**src/rtl/sc_levelcounter_comparator_pkg.sv**
```systemverilog
`default_nettype none
// ============================================================================
// Module   : sc_levelcounter_comparator_pkg
// Brief    : Level-count defaults shared with the general game state machine.
// Revision : 1.0 - initial release
// ============================================================================
package sc_levelcounter_comparator_pkg;

   localparam int c_LEVEL_W     = 3;
   localparam int c_MAX_LEVEL   = 4;
   localparam int c_PRESC_W     = 24;
   localparam int c_BASE_PERIOD = 10;
   localparam int c_STEP        = 2;

endpackage
`default_nettype wire

```
**src/rtl/sc_levelcounter_prescaler.sv**
```systemverilog
`default_nettype none
// ============================================================================
// Module   : sc_levelcounter_prescaler
// Brief    : Free-running period counter with restart and a registered tick.
// Revision : 1.0 - initial release
// ============================================================================
module sc_levelcounter_prescaler
   import sc_levelcounter_comparator_pkg::*;
#(
   parameter int PRESC_W = c_PRESC_W
) (
   input  logic               clk,
   input  logic               rst,
   input  logic [PRESC_W-1:0] period,
   input  logic               restart,
   output logic               tick
);

   logic [PRESC_W-1:0] r_count;
   logic               r_tick;
   logic               w_last;

   assign w_last = (r_count == (period - PRESC_W'(1)));

   // Restart wins over a terminal count so the old period never ticks.
   always_ff @(posedge clk or posedge rst) begin
      if (rst) begin
         r_count <= '0;
         r_tick  <= 1'b0;
      end else if (restart) begin
         r_count <= '0;
         r_tick  <= 1'b0;
      end else if (w_last) begin
         r_count <= '0;
         r_tick  <= 1'b1;
      end else begin
         r_count <= r_count + PRESC_W'(1);
         r_tick  <= 1'b0;
      end
   end

   assign tick = r_tick;

endmodule
`default_nettype wire

```
**src/rtl/sc_levelcounter_comparator.sv**
```systemverilog
`default_nettype none
// ============================================================================
// Module   : sc_levelcounter_comparator
// Brief    : Level register, max-level comparator and level-scaled speed tick.
//            Define SC_LEVELCOUNTER_WRAP_EN to wrap past MAX_LEVEL to 0.
// Revision : 1.0 - initial release
// ============================================================================
module sc_levelcounter_comparator
   import sc_levelcounter_comparator_pkg::*;
#(
   parameter int LEVEL_W     = c_LEVEL_W,
   parameter int MAX_LEVEL   = c_MAX_LEVEL,
   parameter int PRESC_W     = c_PRESC_W,
   parameter int BASE_PERIOD = c_BASE_PERIOD,
   parameter int STEP        = c_STEP
) (
   input  logic               SC_LEVELCOUNTER_CLOCK_50,
   input  logic               SC_LEVELCOUNTER_RESET_InHigh,
   input  logic               SC_LEVELCOUNTER_upcount_InLow,
   input  logic               SC_LEVELCOUNTER_clear_InLow,
   output logic [LEVEL_W-1:0] SC_LEVELCOUNTER_level_Out,
   output logic               SC_LEVELCOUNTER_COMPARATOR_LEVELS_Out,
   output logic               SC_LEVELCOUNTER_levelup_Out,
   output logic               SC_LEVELCOUNTER_tick_Out
);

   generate
      if (BASE_PERIOD <= MAX_LEVEL * STEP) begin : g_bad_period
         $error("BASE_PERIOD must exceed MAX_LEVEL*STEP");
      end
      if (MAX_LEVEL >= (1 << LEVEL_W)) begin : g_bad_level_w
         $error("MAX_LEVEL does not fit in LEVEL_W bits");
      end
   endgenerate

   logic               r_prev;
   logic [LEVEL_W-1:0] r_level;
   logic               r_levelup;
   logic               w_adv;
   logic               w_at_max;
   logic               w_step;
   logic [LEVEL_W-1:0] w_next_level;
   logic               w_restart;
   logic [PRESC_W-1:0] w_period;

   assign w_adv    = ~SC_LEVELCOUNTER_upcount_InLow & r_prev;
   assign w_at_max = (r_level == LEVEL_W'(MAX_LEVEL));

`ifdef SC_LEVELCOUNTER_WRAP_EN
   assign w_step       = w_adv;
   assign w_next_level = w_at_max ? '0 : r_level + LEVEL_W'(1);
`else
   assign w_step       = w_adv & ~w_at_max;
   assign w_next_level = r_level + LEVEL_W'(1);
`endif

   // prev keeps sampling during clear so a held-low advance is consumed.
   always_ff @(posedge SC_LEVELCOUNTER_CLOCK_50 or posedge SC_LEVELCOUNTER_RESET_InHigh) begin
      if (SC_LEVELCOUNTER_RESET_InHigh) begin
         r_prev    <= 1'b1;
         r_level   <= '0;
         r_levelup <= 1'b0;
      end else begin
         r_prev    <= SC_LEVELCOUNTER_upcount_InLow;
         r_levelup <= 1'b0;
         if (!SC_LEVELCOUNTER_clear_InLow) begin
            r_level <= '0;
         end else if (w_step) begin
            r_level   <= w_next_level;
            r_levelup <= 1'b1;
         end
      end
   end

   assign w_restart = ~SC_LEVELCOUNTER_clear_InLow | w_step;
   assign w_period  = PRESC_W'(BASE_PERIOD) - (PRESC_W'(r_level) * PRESC_W'(STEP));

   sc_levelcounter_prescaler #(
      .PRESC_W (PRESC_W)
   ) u_prescaler (
      .clk     (SC_LEVELCOUNTER_CLOCK_50),
      .rst     (SC_LEVELCOUNTER_RESET_InHigh),
      .period  (w_period),
      .restart (w_restart),
      .tick    (SC_LEVELCOUNTER_tick_Out)
   );

   assign SC_LEVELCOUNTER_level_Out             = r_level;
   assign SC_LEVELCOUNTER_levelup_Out           = r_levelup;
   assign SC_LEVELCOUNTER_COMPARATOR_LEVELS_Out = w_at_max;

endmodule
`default_nettype wire

```
**config.mk**
```make
export PLATFORM = sky130hd
export DESIGN_NAME = sc_levelcounter_comparator
export DESIGN_NICKNAME = d
export VERILOG_FILES = /design/src/rtl/sc_levelcounter_comparator_pkg.sv /design/src/rtl/sc_levelcounter_prescaler.sv /design/src/rtl/sc_levelcounter_comparator.sv
export SDC_FILE = /design/constraint.sdc
export NUM_CORES = 1
export LEC_CHECK = 0
export CORE_ASPECT_RATIO = 0.7
export CORE_MARGIN = 4
export CORE_UTILIZATION = 55
export CTS_BUF_LIST = sky130_fd_sc_hd__clkbuf_4 sky130_fd_sc_hd__clkbuf_8
export CTS_CLUSTER_SIZE = 30
export DETAILED_ROUTE_END_ITERATION = 7
export PLACE_DENSITY = 0.73
export SETUP_SLACK_MARGIN = 0.15
export SLEW_MARGIN = 20
export SYNTH_ARGS = -nofsm -noshare
export SYNTH_HDL_FRONTEND = slang
export SYNTH_SLANG_ARGS = --single-unit
```
**constraint.sdc**
```tcl
create_clock -name SC_LEVELCOUNTER_CLOCK_50 -period 2.7 [get_ports SC_LEVELCOUNTER_CLOCK_50]
set_input_delay 0.675 -clock SC_LEVELCOUNTER_CLOCK_50 [delete_from_list [all_inputs] [get_ports SC_LEVELCOUNTER_CLOCK_50]]
set_output_delay 0.675 -clock SC_LEVELCOUNTER_CLOCK_50 [all_outputs]
set_load 0.005 [all_outputs]
```
==> impl_results.rst <==
.. list-table::
   :header-rows: 1

   * - Metric
     - Value
   * - Run status
     - finished clean
   * - Largest vdd supply drop
     - 0.000326 V
   * - Number of endpoints failing setup at the final stage
     - 0
   * - Number of cells produced by synthesis
     - between 150 and 200
   * - Sequential cell area fraction in the yosys report
     - 46.5%
   * - H-tree depth
     - 2
   * - Setup bufs post-CTS
     - 0
   * - Overall routing resource usage
     - 18.9%
   * - Hold/Removal Path Class
     - register to register
   * - Period utilisation layout
     - between 80% and 90%
   * - Final sum of negative setup slack
     - 0 ns
   * - Floorplan core area
     - between 0.002 and 0.003 mm²
   * - Number of diodes added for antenna fixing
     - 0
   * - Number of DRC violations after detailed routing
     - 0
   * - Initial cell density of the core
     - around 58%
   * - RSZ-0062 raised after global routing
     - no
   * - Most frequent cells in the layout
     - 33 x nor2_1, 28 x dfrtp_1, 18 x xor2_1, 12 x nand3_1
   * - Post-synthesis average cell area
     - 9.80 µm²
   * - Fillers
     - around 230
   * - Post-Route Skew
     - ~0.009 ns
   * - Global-route met2 utilization
     - between 20% and 30%
   * - Number of buffers on the longest clock path
     - 2
   * - Placed wire-length estimate after detailed placement
     - around 2300 µm
   * - Clock tree from TritonCTS
     - done
   * - Number of cells upsized or downsized after cts
     - 0
   * - Top-level I/O count
     - 10
   * - Maximum fanout along the worst path
     - 6
   * - Layout cell share with drive strength beyond 1
     - 9.29%
   * - Overall die area
     - between 0.003 and 0.004 mm²
   * - Capturing element type of the critical path
     - register
   * - Number of global-route vias before repair
     - 1199
   * - Final hold vios
     - 0
   * - Clock latency on the worst-skew pair
     - ~0.28 ns
   * - Slew of the pin with the lowest slew margin
     - approximately 0.65 ns
   * - Setup slack after layout
     - around 0.30 ns
   * - Router iterations before antenna repair
     - 4
   * - Antenna-violating nets left
     - 0
   * - Drt initial violations
     - 112
   * - Clock root cell
     - clkbuf_8
   * - Synthesized flop and latch total
     - 30
   * - Yosys warning total
     - 0
   * - Count of buffers inserted at the top-level ports
     - 9
   * - Final-stage net count
     - 193
   * - Die outline height
     - 53.4 µm
   * - CTS Buf Count
     - 5
   * - Clock-pin slew reported for the worst setup and hold paths after clock tree synthesis
     - approximately 0.06 ns
   * - Cell types occupying the most area after synthesis
     - dfrtp_1 45%, xor2_1 9.8%, nor2_1 7.7%, xnor2_1 6.0%, ha_1 4.6%
   * - GR Util met3
     - about 6.3%
   * - # hold bufs at CTS
     - 0
   * - Post-Route WL
     - about 3100 µm
   * - Met1 layer usage reported by global route
     - between 20% and 30%
   * - Total vias in the final route
     - ~1200
   * - Post-synthesis cell area
     - ~0.0016 mm²
   * - Area delta synth->final
     - 15.4%
   * - Register-to-Register Setup Slack
     - between 0.2 and 0.3 ns
   * - Power per cell area
     - slightly below 500 mW/mm²
   * - Average wire per cell in the routed design
     - ~14 µm
   * - Cell type with the largest total area after synthesis
     - dfrtp_1
   * - Die width
     - 72.8 µm
   * - CP Data Required Time
     - 2.87 ns
   * - Endpoint arrival time on the critical path
     - 2.58 ns
   * - Minimum clock period
     - 2.40 ns
   * - Maximum number of pins on one net before global-route repair
     - 31
   * - LEAKAGE
     - between 0.0008 and 0.0009 µW
   * - Final Wtd Congestion
     - between 0.8 and 0.9
   * - Row count
     - 16
   * - Overflow left after global routing
     - 0
   * - Global routing's busiest layer
     - met2
   * - Dpl ws
     - 0.202 ns
   * - Final number of max-transition violations
     - 0
   * - First-pass GRT wire length
     - approximately 5500 µm
   * - Initial antenna violation count
     - 0
   * - Sinks on Clock Net
     - 30
   * - Synthesized net count
     - 176
   * - Maximum operating frequency
     - between 400 and 500 MHz
   * - Max_cap viols
     - 0
   * - Number of different library cells in the post-synthesis netlist
     - 28
   * - Area share of the largest cell type after synthesis
     - about 45%
   * - CP Launch Type
     - register
   * - Most common cell after layout, fill and taps aside
     - nor2_1
   * - Setup CP Type
     - register to register
   * - Via density
     - 5.54
   * - Worst max-slew margin expressed relative to the limit
     - 56.1%
critical path, stage by stage (launching register included):
cell	delay, ns
dfrtp_2	0.43
inv_1	0.10
ha_1	0.20
fa_1	0.48
nor4_2	0.30
o22ai_1	0.18
or4_1	0.44
and3_1	0.18
worst paths after layout:
kind,cells past startpoint,startpoint,to
max,7,SC_LEVELCOUNTER_level_Out[1]$_DFFE_PP0N_,u_prescaler.r_count[1]$_DFF_PP0_
min in group asynchronous,3,SC_LEVELCOUNTER_RESET_InHigh,u_prescaler.tick$_DFF_PP0_
max in group asynchronous,3,SC_LEVELCOUNTER_RESET_InHigh,r_prev$_DFF_PP1_
min,1,u_prescaler.r_count[0]$_DFF_PP0_,u_prescaler.r_count[0]$_DFF_PP0_
max reg2reg,7,SC_LEVELCOUNTER_level_Out[1]$_DFFE_PP0N_,u_prescaler.r_count[1]$_DFF_PP0_
min reg2reg,1,u_prescaler.r_count[0]$_DFF_PP0_,u_prescaler.r_count[0]$_DFF_PP0_
cells by family (layout without fill, tap and decap cells):
logic type	after synthesis	in the layout	share of synthesized area (%)
and+or+nand+nor	86	86	26.3
DFF	30	30	46.5
muxes	1	1	0.619
adders and majority gates	7	7	5.88
xor gates and xnor gates	29	29	15.7
buffers and inverters	9	27	2.55
AOI/OAI and AO/OA	3	3	2.40
cell usage after synthesis (all sizes together):
cell and n:
a21oi 1, or3 1, nor3 5, nand3b 1, nor2 33, o41ai 1, nor2b 1, and3 4
dfrtp 29, nand4 7, mux2i 1, dfstp 1, xnor2 11, or4 4, clkbuf 1, o22ai 1
and2 1, buf 2, nand3 12, inv 6, nor4 4, and4 2, xor2 18, fa 1
nand2 11, ha 6
sequential cells by signal, indices dropped and copies added (netlist names):
signal / flops
SC_LEVELCOUNTER_level_Out: 3
r_prev: 1
u_prescaler.tick: 1
u_prescaler.r_count: 24
SC_LEVELCOUNTER_levelup_Out: 1
power breakdown:
part           internal (µW)  switching [µW]  leakage (µW)
Clock                    227             152     0.0000523
Sequential               457            8.57      0.000411
Combinational           30.3            35.5      0.000368
cell type report:
type / count / area [µm²] / share of cell area, %
multi-input cells: 126 / 823 / 44.1
repair buffers: 13 / 124 / 6.64
flip-flops and latches: 30 / 753 / 40.4
well taps: 36 / 45.0 / 2.41
inverters: 6 / 22.5 / 1.21
clock buffers: 8 / 97.6 / 5.23
stage by stage:
step	util, %	std cells	hold WS (ns)	total power, µW	instance area [µm²]
floorplan	-	165	0.468	514	1620
global placement	62.9	211	0.503	537	1760
detailed placement	62.9	211	0.516	539	1760
CTS	66.4	219	0.523	923	1860
global route	66.6	219	0.557	956	1870
finish	66.6	219	0.526	910	1870
per-layer routing:
layer	up-vias	share of wire, %
li1	592	-
met1	589	49
met2	30	44
met3	3	6.2
met4	0	0.74
met5	-	0
Power figures use the tool's default switching activity.
